<file path="config.mk">
export PLATFORM = sky130hd
export DESIGN_NAME = button_conditioner
export DESIGN_NICKNAME = d
export VERILOG_FILES = /design/src/rtl/watch_pkg.sv /design/src/rtl/btn_channel.sv /design/src/rtl/button_conditioner.sv
export SDC_FILE = /design/constraint.sdc
export NUM_CORES = 1
export LEC_CHECK = 0
export CORE_MARGIN = 1.5
export CORE_UTILIZATION = 35
export CTS_BUF_LIST = sky130_fd_sc_hd__clkbuf_4
export DETAILED_ROUTE_END_ITERATION = 16
export RECOVER_POWER = 50
export SYNTH_ARGS = -nofsm -noshare
export SYNTH_HDL_FRONTEND = slang
export SYNTH_SLANG_ARGS = --single-unit
</file>
<file path="constraint.sdc">
create_clock -name clk -period 3.75 [get_ports clk]
set_input_delay 0.75 -clock clk [delete_from_list [all_inputs] [get_ports clk]]
set_output_delay 0.75 -clock clk [all_outputs]
set_load 0.02 [all_outputs]
</file>
<file path="src/rtl/watch_pkg.sv">
// Shared definitions for the watch button front end:
// button indices, channel FSM states and default timing.
package watch_pkg;

    localparam int BTN_RESET      = 0;
    localparam int BTN_START_STOP = 1;
    localparam int BTN_MODE       = 2;
    localparam int BTN_EDIT_SHIFT = 3;
    localparam int BTN_INC        = 4;

    localparam int DEF_NUM_BTN         = BTN_INC + 1;
    localparam int DEF_DEBOUNCE_CYCLES = 1_000_000;
    localparam int DEF_LONG_CYCLES     = 15_000_000;
    localparam int DEF_REPEAT_CYCLES   = 25_000_000;

    typedef enum logic [1:0] {
        ST_IDLE    = 2'd0,
        ST_PRESSED = 2'd1,
        ST_HELD    = 2'd2
    } btn_state_e;

    // Width of a counter whose largest value is n-1 (at least one bit).
    function automatic int cnt_w(input int n);
        return (n <= 2) ? 1 : $clog2(n);
    endfunction

endpackage

</file>
<file path="src/rtl/btn_channel.sv">
// One button: two-flop synchroniser, debounce counter and
// press/short/long/repeat/release event FSM with registered pulses.
module btn_channel
    import watch_pkg::*;
#(
    parameter int DEBOUNCE_CYCLES = DEF_DEBOUNCE_CYCLES,
    parameter int LONG_CYCLES     = DEF_LONG_CYCLES,
    parameter int REPEAT_CYCLES   = DEF_REPEAT_CYCLES
) (
    input  logic clk,
    input  logic reset,
    input  logic btn_raw,
    output logic btn_level,
    output logic press_pulse,
    output logic short_pulse,
    output logic long_pulse,
    output logic repeat_pulse,
    output logic release_pulse
);

    localparam int DB_W   = cnt_w(DEBOUNCE_CYCLES);
    localparam int HOLD_W = cnt_w(LONG_CYCLES);
    localparam int REP_W  = cnt_w(REPEAT_CYCLES);

    localparam logic [DB_W-1:0]   DB_LAST   = DB_W'(DEBOUNCE_CYCLES - 1);
    localparam logic [HOLD_W-1:0] HOLD_LAST = HOLD_W'(LONG_CYCLES - 1);
    localparam logic [REP_W-1:0]  REP_LAST  = REP_W'(REPEAT_CYCLES - 1);

    logic              r_sync1;
    logic              r_sync2;
    logic              r_level;
    logic [DB_W-1:0]   r_db_cnt;
    logic [HOLD_W-1:0] r_hold_cnt;
    logic [REP_W-1:0]  r_rep_cnt;
    btn_state_e        r_state;
    btn_state_e        w_state_nxt;

    logic w_hold_last;
    logic w_rep_last;
    logic w_press_nxt;
    logic w_short_nxt;
    logic w_long_nxt;
    logic w_repeat_nxt;
    logic w_release_nxt;

    always_ff @(posedge clk or negedge reset) begin
        if (!reset) begin
            r_sync1 <= 1'b0;
            r_sync2 <= 1'b0;
        end else begin
            r_sync1 <= btn_raw;
            r_sync2 <= r_sync1;
        end
    end

    // Any sample that agrees with the accepted level restarts the count.
    always_ff @(posedge clk or negedge reset) begin
        if (!reset) begin
            r_level  <= 1'b0;
            r_db_cnt <= '0;
        end else if (r_sync2 == r_level) begin
            r_db_cnt <= '0;
        end else if (r_db_cnt == DB_LAST) begin
            r_level  <= ~r_level;
            r_db_cnt <= '0;
        end else begin
            r_db_cnt <= r_db_cnt + DB_W'(1);
        end
    end

    assign w_hold_last = (r_hold_cnt == HOLD_LAST);
    assign w_rep_last  = (r_rep_cnt == REP_LAST);

    always_ff @(posedge clk or negedge reset) begin
        if (!reset) begin
            r_state <= ST_IDLE;
        end else begin
            r_state <= w_state_nxt;
        end
    end

    // Release is tested first so it beats a coincident long or repeat.
    always_comb begin
        w_state_nxt = r_state;
        unique case (r_state)
            ST_IDLE: begin
                if (r_level) w_state_nxt = ST_PRESSED;
            end
            ST_PRESSED: begin
                if (!r_level)        w_state_nxt = ST_IDLE;
                else if (w_hold_last) w_state_nxt = ST_HELD;
            end
            ST_HELD: begin
                if (!r_level) w_state_nxt = ST_IDLE;
            end
            default: w_state_nxt = ST_IDLE;
        endcase
    end

    always_comb begin
        w_press_nxt   = 1'b0;
        w_short_nxt   = 1'b0;
        w_long_nxt    = 1'b0;
        w_repeat_nxt  = 1'b0;
        w_release_nxt = 1'b0;
        unique case (r_state)
            ST_IDLE: begin
                w_press_nxt = r_level;
            end
            ST_PRESSED: begin
                w_short_nxt   = ~r_level;
                w_release_nxt = ~r_level;
                w_long_nxt    = r_level & w_hold_last;
            end
            ST_HELD: begin
                w_release_nxt = ~r_level;
                w_repeat_nxt  = r_level & w_rep_last;
            end
            default: ;
        endcase
    end

    always_ff @(posedge clk or negedge reset) begin
        if (!reset) begin
            r_hold_cnt <= '0;
            r_rep_cnt  <= '0;
        end else begin
            unique case (r_state)
                ST_PRESSED: begin
                    r_hold_cnt <= w_hold_last ? '0 : r_hold_cnt + HOLD_W'(1);
                    r_rep_cnt  <= '0;
                end
                ST_HELD: begin
                    r_hold_cnt <= '0;
                    r_rep_cnt  <= w_rep_last ? '0 : r_rep_cnt + REP_W'(1);
                end
                default: begin
                    r_hold_cnt <= '0;
                    r_rep_cnt  <= '0;
                end
            endcase
        end
    end

    always_ff @(posedge clk or negedge reset) begin
        if (!reset) begin
            press_pulse   <= 1'b0;
            short_pulse   <= 1'b0;
            long_pulse    <= 1'b0;
            repeat_pulse  <= 1'b0;
            release_pulse <= 1'b0;
        end else begin
            press_pulse   <= w_press_nxt;
            short_pulse   <= w_short_nxt;
            long_pulse    <= w_long_nxt;
            repeat_pulse  <= w_repeat_nxt;
            release_pulse <= w_release_nxt;
        end
    end

    assign btn_level = r_level;

endmodule

</file>
<file path="src/rtl/button_conditioner.sv">
// Watch push-button front end: one independent conditioning
// channel per button, outputs gathered into per-event vectors.
module button_conditioner
    import watch_pkg::*;
#(
    parameter int NUM_BTN         = DEF_NUM_BTN,
    parameter int DEBOUNCE_CYCLES = DEF_DEBOUNCE_CYCLES,
    parameter int LONG_CYCLES     = DEF_LONG_CYCLES,
    parameter int REPEAT_CYCLES   = DEF_REPEAT_CYCLES
) (
    input  logic               clk,
    input  logic               reset,
    input  logic [NUM_BTN-1:0] btn_raw,
    output logic [NUM_BTN-1:0] btn_level,
    output logic [NUM_BTN-1:0] press_pulse,
    output logic [NUM_BTN-1:0] short_pulse,
    output logic [NUM_BTN-1:0] long_pulse,
    output logic [NUM_BTN-1:0] repeat_pulse,
    output logic [NUM_BTN-1:0] release_pulse
);

    for (genvar g = 0; g < NUM_BTN; g++) begin : g_ch
        btn_channel #(
            .DEBOUNCE_CYCLES (DEBOUNCE_CYCLES),
            .LONG_CYCLES     (LONG_CYCLES),
            .REPEAT_CYCLES   (REPEAT_CYCLES)
        ) u_ch (
            .clk           (clk),
            .reset         (reset),
            .btn_raw       (btn_raw[g]),
            .btn_level     (btn_level[g]),
            .press_pulse   (press_pulse[g]),
            .short_pulse   (short_pulse[g]),
            .long_pulse    (long_pulse[g]),
            .repeat_pulse  (repeat_pulse[g]),
            .release_pulse (release_pulse[g])
        );
    end

endmodule

</file>
==> results.md <==
- Final setup TNS: 0 ns
- Crit-path cells: clkdlybuf4s50_1
- Critical Path Fanout Max: 12
- Vias per cell: 4.85
- H-Tree Depth: 3
- CP max-delay cell: clkdlybuf4s50_1
- Post CTS Setup Buffer Count: 0
- Most frequent cells in the layout: 404 x nor2_1, 395 x dfrtp_1, 210 x xor2_1, 161 x nand3_1, 157 x clkbuf_4
- Overall Global Routing Usage: 13.3%
- Crit path required time: 3.00 ns
- First-pass GRT wire length: 62900 µm
- Final GP Congestion: 0.816
- Unrepaired setup endpoints after global routing: false
- Setup crit start kind: flip-flop
- Syn_nets: 1935
- Pwr/cell area: approximately 380 nW/µm²
- Post-synth EDFFs: 0
- Distinct cell type count after synthesis: 49
- Vias post-DR: 13.4k
- Synth area leaders: dfrtp_1 52%, xor2_1 9.8%, nor2_1 8.0%
- I/O pin count: 37
- CP bufs+invs: 1
- Die span in x: 235 µm
- Clock slew at reported path FFs: 0.06 ns
- Layout area overhead: 11.8%
- Slew HR: -5.21%
- CTS Buffer Depth: 3
- Mapped Area: 18900 µm²
- CTS tree: built
- Total power: 8.11 mW
- Main synth FF type: dfrtp_1
- Final Hold Vio Count: 0
- Routed WL per cell: ~13 µm
- Crit-path leading delay family: buffers and inverters
- Setup crit end kind: output pin
- # hold bufs at CTS: 1
- Critical Path Max Stage Delay: around 0.70 ns
- CP arrival: roughly 2.2 ns
- Synth top area share: 52.4%
- Detail Placement HPWL: 23200 µm
- Filler Cells Inserted: about 5.2k
- CTS Sinks: 395
- Fmax: between 300 and 400 MHz
- DIE AREA: 55300 µm²
- Failing checks: max-capacitance violations, max-slew violations
- Resized cells post-CTS: 0
- Yosys reg bits: 395
- Share of cells above drive strength 1: 9.20%
- Yosys top cell by area: dfrtp_1
- Min Clock Period, post-route: 2.91 ns
- YS warnings: 0
- Layout Nets: 2026
- Initial core utilization: 35.7%
- Leading cell type in the layout, fill and taps excluded: nor2_1
- Least-Margin Pin Slew: 1.58 ns
- VDD IR-drop max: 0.188 mV
- Vias in the first global route: 13.4k
- Leakage power: 8.57 nW
- Seq/Total Area, Yosys: around 52%
- Max-Cap Viols: 1
- Critical path type: reg -> out
- DRT Wirelength: 35600 µm
- Status: finished, violations left
- Mean Syn Cell Area: ~10 µm²
- Grt ovf: 0
- Final Slew Violations: 31
- DRC Markers: 0
- Core Area: 52900 µm²
- PortBufs: 36
- Post-synthesis cell count: 1898
- Clock root buffer: clkbuf_4
- Part of the cycle the worst path needs: 77.5%
- Final setup fails: 0
- Worst Setup SP: g_ch[1].u_ch.btn_level
- Iteration-0 DRC Markers: 679
- Worst R2R Start: g_ch[3].u_ch.r_hold_cnt[19]
- Later-pin clock latency in the skew report: 0.81 ns
- Die Ht: approximately 240 µm
- Final ANT Viol Nets: 0
- Hold Path Class: reg -> reg
- Initial antenna violation count: 2
- Number of buffers created by CTS: 105
- Row cnt: 84
- Drt pass-1 iters: 5
- Largest net degree at the start of global routing: 111
- Clock Skew: 0.0545 ns
- Hold_sp: g_ch[0].u_ch.r_sync1
- Final Util: 39.9%
- Post-synth ARST share: 100%
## synth_stat cells (7+ instances only)
cell and n:
nand3b_1 9, and2_1 11, xnor2_1 107, nand2b_1 8, nand4_1 85, nand3_1 161
and4_1 26, nand2_1 120, nor2_1 404, nor4_1 48, ha_1 30, nor2b_1 13
nor3_1 23, dfrtp_1 395, inv_1 46, buf_4 35, and3_1 49, buf_2 16
xor2_1 210, clkbuf_1 16, o21ai_0 7
## registers in the layout, summed over array words and instances (netlist names)
register	flops
g_ch.u_ch.btn_level	5
g_ch.u_ch.long_pulse	5
g_ch.u_ch.press_pulse	5
g_ch.u_ch.r_db_cnt	100
g_ch.u_ch.r_hold_cnt	120
g_ch.u_ch.r_rep_cnt	125
g_ch.u_ch.r_state	10
g_ch.u_ch.r_sync1	5
g_ch.u_ch.r_sync2	5
g_ch.u_ch.release_pulse	5
g_ch.u_ch.repeat_pulse	5
g_ch.u_ch.short_pulse	5
## logic make-up (layout without fill, tap and decap cells)
family | count (synthesis) | after routing | synth area share (%)
multiplexers | 3 | 3 | 0.179
flip-flops | 395 | 395 | 52.4
buffers and inverters | 114 | 281 | 3.11
AND/OR/NAND/NOR | 1007 | 1007 | 26.2
XOR/XNOR | 317 | 317 | 14.7
other | 0 | 1 | 0
AO/OA/AOI/OAI | 32 | 32 | 1.33
adder cells (fa/ha/maj) | 30 | 30 | 1.99
## where the power goes
part	leakage (nW)	total (mW)	switching (mW)	internal (mW)
sequential	5.49	4.30	0.0166	4.28
clock	0.770	3.67	1.77	1.90
combinational	2.32	0.140	0.112	0.0279
total	8.57	8.11	1.90	6.21
## final timing paths
check	cells past startpoint	slack (ns)	end
min	0	0.35	g_ch[0].u_ch.r_sync2
max in group asynchronous	3	1.07	g_ch[0].u_ch.r_sync2
max reg2reg	5	1.20	g_ch[3].u_ch.r_state[0]
min in group asynchronous	2	0.58	g_ch[3].u_ch.r_db_cnt[7]
min reg2reg	0	0.35	g_ch[0].u_ch.r_sync2
max	1	0.84	btn_level[1]
## metrics by stage
stage	hold WS, ns	instance area (µm²)	instances	setup WS, ns
2_1_floorplan	0.331	18900	1898	1.79
3_3_place_gp	0.337	19800	2569	1.32
3_5_place_dp	0.336	19800	2569	1.20
4_1_cts	0.253	21100	2753	0.655
5_1_grt	0.354	21100	2754	0.589
6_report	0.348	21100	2754	0.843
## area by class of cell
class,count,area [µm²],area share (%)
Multi-Input combinational cell,1389,8380,39.8
Inverter,46,173,0.819
Timing Repair Buffer,52,477,2.26
Antenna cell,1,2.50,0.0119
Clock buffer,157,1180,5.59
Sequential cell,395,9880,46.9
Clock inverter,26,114,0.540
Tap cell,688,861,4.09
## routing by layer
metal	share of wire (%)	GRT usage (%)	wire (µm)
met1	48	17.6	17100
met2	46	20.9	16300
met3	4.0	3.08	1440
met4	2.1	5.71	739
met5	0	0	0
(Power assumes the default switching activity.)
